File: src/rtl/exc_ctrl.sv
// Exception/interrupt controller for the single-cycle LEGv8 core: one synchronous
// exception plus NSRC maskable interrupt lines, fixed priority, ELR/ESR capture, ERET.
module exc_ctrl #(
    parameter int              N      = 64,
    parameter int              NSRC   = 4,
    parameter int              ESW    = 4,
    parameter logic [N-1:0]    EVADDR = 'hD8
) (
    input  logic              clk,
    input  logic              reset,
    input  logic              sync_exc,
    input  logic [ESW-1:0]    sync_status,
    input  logic [NSRC-1:0]   irq,
    input  logic [NSRC-1:0]   irq_mask,
    input  logic              eret,
    input  logic [N-1:0]      cur_pc,
    input  logic [N-1:0]      next_pc,
    input  logic [N-1:0]      imem_addr,
    output logic              eproc,
    output logic [N-1:0]      evaddr,
    output logic              exc_ack,
    output logic              ret_valid,
    output logic [N-1:0]      ret_pc,
    output logic [N-1:0]      elr,
    output logic [ESW-1:0]    esr,
    output logic              in_handler,
    output logic [NSRC-1:0]   pending,
    output logic              double_fault
);

    typedef enum logic [2:0] {
        IDLE     = 3'd0,
        REDIRECT = 3'd1,
        HANDLER  = 3'd2,
        RETURN   = 3'd3,
        FAULT    = 3'd4
    } state_t;

    state_t            state, state_nxt;
    logic [NSRC-1:0]   irq_prev;
    logic [NSRC-1:0]   eligible;
    logic [NSRC-1:0]   irq_clr;
    logic [ESW-1:0]    irq_idx;
    logic              irq_hit;
    logic              take_sync, take_irq;

    // Lowest-index eligible line wins: scan downward so the last hit is the smallest index.
    always_comb begin
        eligible = pending & ~irq_mask;
        irq_hit  = 1'b0;
        irq_idx  = '0;
        irq_clr  = '0;
        for (int i = NSRC - 1; i >= 0; i--) begin
            if (eligible[i]) begin
                irq_hit = 1'b1;
                irq_idx = ESW'(i);
                irq_clr = NSRC'(1) << i;
            end
        end
    end

    assign exc_ack = (state == REDIRECT) && (imem_addr == EVADDR);

    always_comb begin
        state_nxt = state;
        take_sync = 1'b0;
        take_irq  = 1'b0;
        case (state)
            IDLE: begin
                if (sync_exc) begin
                    take_sync = 1'b1;
                    state_nxt = REDIRECT;
                end else if (irq_hit) begin
                    take_irq  = 1'b1;
                    state_nxt = REDIRECT;
                end
            end
            REDIRECT: if (exc_ack) state_nxt = HANDLER;
            HANDLER: begin
                if (eret)          state_nxt = RETURN;
                else if (sync_exc) state_nxt = FAULT;
            end
            RETURN:  state_nxt = IDLE;
            FAULT:   state_nxt = FAULT;
            default: state_nxt = IDLE;
        endcase
    end

    always_ff @(posedge clk or posedge reset) begin
        if (reset) state <= IDLE;
        else       state <= state_nxt;
    end

    always_ff @(posedge clk or posedge reset) begin
        if (reset) begin
            irq_prev     <= '0;
            pending      <= '0;
            elr          <= '0;
            esr          <= '0;
            double_fault <= 1'b0;
        end else begin
            irq_prev <= irq;
            // A new edge on the line being taken re-arms it (set beats clear).
            pending  <= (pending & ~(take_irq ? irq_clr : '0)) | (irq & ~irq_prev);
            if (take_sync) begin
                elr <= cur_pc;
                esr <= sync_status;
            end else if (take_irq) begin
                elr <= next_pc;
                esr <= ESW'(2 ** (ESW - 1)) + irq_idx;
            end
            if (state == HANDLER && sync_exc && !eret)
                double_fault <= 1'b1;
        end
    end

    assign eproc      = (state == REDIRECT);
    assign ret_valid  = (state == RETURN);
    assign in_handler = (state == HANDLER);
    assign ret_pc     = elr;
    assign evaddr     = EVADDR;

endmodule

File: config.mk
export PLATFORM = sky130hd
export DESIGN_NAME = exc_ctrl
export DESIGN_NICKNAME = d
export VERILOG_FILES = /design/src/rtl/exc_ctrl.sv
export SDC_FILE = /design/constraint.sdc
export NUM_CORES = 1
export LEC_CHECK = 0
export ABC_AREA = 1
export BUFFER_PORTS_ARGS = -buffer_cell sky130_fd_sc_hd__buf_2
export CAP_MARGIN = 10
export CORE_AREA = 2 2 161 163
export DETAILED_ROUTE_END_ITERATION = 6
export DIE_AREA = 0 0 163 165
export SLEW_MARGIN = 10
export SYNTH_ARGS = -nofsm -noshare
export SYNTH_HDL_FRONTEND = slang
export SYNTH_SLANG_ARGS = --single-unit
export TNS_END_PERCENT = 50
File: constraint.sdc
create_clock -name clk -period 2.56 [get_ports clk]
set_clock_uncertainty 0.15 [all_clocks]
set_input_delay 0.512 -clock clk [delete_from_list [all_inputs] [get_ports clk]]
set_output_delay 0.512 -clock clk [all_outputs]
set_load 0.01 [all_outputs]
Yosys cells after proc, flatten, opt, wreduce, memory -nomap -nowiden
Index checks and enable logic that the tools add are counted.
{ "op_classes": {"n_addsub": 1, "eq_ne": 8, "n_mux": 28, "n_bitwise": 7, "reduce_logical": 7} }
{ "ops": {"columns": ["op", "n"], "rows": [
  ["$mux W64", 2],
  ["$eq A64 B8 Y1 const B", 1],
  ["$mux W4", 10],
  ["$mux W3", 5],
  ["$and A4 B4 Y4", 3],
  ["$not A4 Y4", 3],
  ["$pmux W3 S4", 1],
  ["$mux W1", 9],
  ["$eq A3 B2 Y1 const B", 2],
  ["$ne A3 B3 Y1 const B", 2],
  ["$add A4 B4 Y4 const A", 1],
  ["$or A4 B4 Y4", 1],
  ["$eq A3 B1 Y1 const B", 1],
  ["$eq A3 B3 Y1 const B", 1],
  ["$logic_and A1 B1 Y1", 3],
  ["$logic_not A3 Y1", 1],
  ["$reduce_and A3 Y1", 1],
  ["$mux W2", 1],
  ["$ne A2 B1 Y1 const B", 1],
  ["$reduce_bool A2 Y1", 1],
  ["$logic_not A1 Y1", 1]
]} }
{ "word_totals": {"reg_bits": 80, "input_bits": 208, "elab_cells": 57} }

Depth between registers and ports, before layout
{ "logic_depth": {"ltp_word": 13, "depth_mapped": 11} }

Worst setup path before layout
OpenSTA, ideal clock, no wires.
{ "synth_path": {"path_type": "input to output", "start": "in imem_addr[63]", "end": "out exc_ack", "arrival_time_ps": 1099, "setup_slack_ps": 799, "path_stages": 7, "path_cell_list": "nor2_1 > nand2_1 > nor2_1 > nand2_1 > nor2_1 > nand2_1 > nor2_1"} }
{ "synth_between": {"elab_chain_len": 2} }
{ "synth_lines": {"columns": ["item", "line_no", "text"], "rows": [
  ["start: declaration", "18", "input logic [N-1:0] imem_addr,"],
  ["$eq A64 B8 Y1", "62", "assign exc_ack = (state == REDIRECT) && (imem_addr == EVADDR);"],
  ["$logic_and A1 B1 Y1", "62", null],
  ["end: declaration", "21", "output logic exc_ack,"]
]} }
Every way passes these cells.

Worst setup path in the final report
{ "layout_path": {"start": "in imem_addr[31]", "end": "out exc_ack"} }
The elaborated chain is that of the path after synthesis.

==> impl_metrics.ini <==
[die]
core_mm2 = 0.0250
boundaryPins = 413
die_width_um = 163
die_area_mm2 = 0.0269
num_rows = 58
initial_cell_density_of_the_core = 0.198
floorplan.die.height_um = 165

[worst_setup_path]
critPathMaxStageDelay_ns = 0.16
worstPathRequired_ns = 1.90
worstSetupStartpointType = input port
cp_slowest_cell = sky130_fd_sc_hd__buf_2
series_of_cell_instances_along_the_critical_path = buf_2 > nor2_1 > nand2_1 > nor2_1 > nand2_1 > nor2_1 > nand2_1 > nor2_1 > buf_2
critPathTopFamily = simple AND/OR/NAND/NOR gates
timing.critical_path.fanout_max = 2
timing.critical_path.mode_cell = sky130_fd_sc_hd__nor2_1
timing.critical_path.to_type = output port
setup.reg_to_reg.worst_slack_ns = 0.62
critPathArrivalTime_ns = 1.48
crit_type = in2out
crit_buf_inv = 2

[cts]
cts.path.max_buffers = 2
ctsHoldBuffers = 0
htree_levels = 3
cts_post_setup_buffers_inserted = 0
cts.repair.resized = 0
worst_skew_pair.late_latency_ns = 0.34
cts.clk_slew.worst_paths_ns = 0.07
cts_made_buffers = 9
cts.sink_count = 80
cts_tree = done
cts.root.buffer_cell = sky130_fd_sc_hd__clkbuf_16

[timing]
report.final.hold_viol_count = 0
final.period_utilization = 0.836
setup_repair_after_global_routing_missed_its_margin = false
fmax_mhz = 467
post-route-min-period_ns = 2.14
final-setup-viol-count = 0
finalMaxSlewViolations = 0
relSlewSlack = 0.596
finalWorstSetupSlack_ns = 0.419
fin_setup_tns_ns = 0
worst_max_slew_pin_slew_ns = 0.606
worst_hold_slack_ns = 0.135

[finish]
multiInputGateArea_mm2 = 0.00197
seqCellArea_mm2 = 0.00200
final_layout_size_suffix_gt1_frac = 0.413
area_growth_pct = 34.4
final_net_count = 1123
fillCellCount = 2777
post_route_non_filler_standard_cell_count = 1251

[routing]
drt-wirelength-per-cell_um = 13.7
detailedRoute.firstPassIterationCount = 4
finalWirelength_um = 17200
vias_cell = 3.95
number_of_drc_markers_in_iteration_0 = 216
drc = 0
final_antenna_net_count = 0
detailroute.via_count = 4946

[yosys]
netlist_area_mm2 = 0.00497
synthesis.instances = 648
synthDominantAreaCellType = sky130_fd_sc_hd__dfrtp_1
synth.top_cells.by_area = sky130_fd_sc_hd__dfrtp_1 40%, sky130_fd_sc_hd__buf_4 20%, sky130_fd_sc_hd__nor2_1 8.2%
post_synth.cell_area_avg_um2 = 7.67
yosys_warnings = 0
ys_ff_latch = 80
yosys.cell_types.count = 21
ys_seq_area_frac = 0.403
yosysTopAreaCellShare = 0.403

[place]
dp_hpwl_um = 13300
numPortBuffers = 348
gp_congestion = 0.780
placement.setup.worst_slack_ns = 0.418
place.detailed.instances = 1234

[grt]
globalRouteTotalUtil = 0.123
total_congestion_overflow = 0
wire_length_of_the_first_global_routing_pass_um = 25000
grt_pass1_vias = 4645
maximum_number_of_pins_on_one_net_before_global_route_repair = 68
antenna_found_initial = 1

[worst_hold_path]
min-delay-path-class = in2reg

[status]
status = finished clean

[power_and_ir_drop]
power_density_mw_per_mm2 = 1170
power_leakage_nw = 3.47
peakVddDrop_uv = 412

[run]
timing.max_cap.violations = 0
==> synth_stat cells <==
library cell,number
sky130_fd_sc_hd__dfrtp_1,80
sky130_fd_sc_hd__conb_1,2
sky130_fd_sc_hd__buf_4,130
sky130_fd_sc_hd__nand3_1,75
sky130_fd_sc_hd__o21ai_0,12
sky130_fd_sc_hd__clkbuf_1,12
sky130_fd_sc_hd__nor3_1,2
sky130_fd_sc_hd__inv_1,23
sky130_fd_sc_hd__a21oi_1,1
sky130_fd_sc_hd__buf_2,20
sky130_fd_sc_hd__nand2_4,1
sky130_fd_sc_hd__o22ai_1,1
sky130_fd_sc_hd__nor2_1,109
sky130_fd_sc_hd__o21bai_1,1
sky130_fd_sc_hd__nand2_1,106
sky130_fd_sc_hd__nor2_4,1
sky130_fd_sc_hd__buf_6,2
sky130_fd_sc_hd__inv_2,2
sky130_fd_sc_hd__a31oi_1,65
sky130_fd_sc_hd__nand2_2,2
sky130_fd_sc_hd__o22a_1,1
==> placed cells by master, fill, tap and decap left out, drive strengths merged <==
cell type	netlist	final
o21ai	12	12
clkbuf	12	10
bufinv	0	3
nor2	110	110
diode	0	1
a31oi	65	65
o22ai	1	1
nor3	2	2
buf	152	358
inv	25	25
clkinv	0	1
dfrtp	80	80
o22a	1	1
nand2	109	109
conb	2	64
a21oi	1	1
nand3	75	75
o21bai	1	1
clkinvlp	0	2
==> cell type report <==
cell class / count / area share
tap: 330 / 0.0618
multi-input combinational: 441 / 0.294
inverter: 25 / 0.0146
antenna: 1 / 0.000375
clock buffer: 10 / 0.0343
timing repair buffer: 358 / 0.278
sequential: 80 / 0.300
clock inverter: 6 / 0.0172
==> power breakdown <==
part | leakage, nW | internal (W) | switching (W)
Combinational | 2.41 | 0.00152 | 0.00240
Sequential | 0.891 | 0.00187 | 0.000503
Clock | 0.163 | 0.000959 | 0.000558
==> per-layer routing <==
layer  track usage  part of all wire
met1         0.154              0.43
met2         0.208              0.48
met3        0.0269             0.069
met4        0.0455             0.016
met5             0                 0
==> state kept, by name, summed over array words and instances, names as in the netlist <==
register / flops
double_fault: 1
elr: 64
esr: 4
irq_prev: 4
pending: 4
state: 3
==> metrics by stage <==
stage,power [W],utilization,cell area (um^2)
global placement,0.00636,0.253,6330
CTS,0.00798,0.267,6680
detailed placement,0.00640,0.253,6330
floorplan,0.00533,-,5200
finish,0.00781,0.267,6680
global route,0.00856,0.267,6680
==> worst paths after layout <==
| check | from | endpoint | depth (start not counted) |
|---|---|---|---|
| min in group asynchronous | reset | elr[9]$_DFFE_PP0P_ | 3 |
| max | imem_addr[31] | exc_ack | 9 |
| max in group asynchronous | reset | elr[54]$_DFFE_PP0P_ | 3 |
| min | irq[2] | irq_prev[2]$_DFF_PP0_ | 1 |
| min reg2reg | irq_prev[3]$_DFF_PP0_ | pending[3]$_DFF_PP0_ | 1 |
| max reg2reg | state[1]$_DFFE_PP0P_ | pending[1]$_DFF_PP0_ | 7 |
==> cells by family (layout without fill, tap and decap cells) <==
family | count (synthesis) | count (layout) | synth area share
AO/OA/AOI/OAI | 81 | 81 | 0.0995
AND/OR/NAND/NOR | 296 | 296 | 0.247
buffers and inverters | 189 | 399 | 0.249
other | 2 | 65 | 0.00151
flip-flops | 80 | 80 | 0.403
Power figures use the tool's default switching activity.
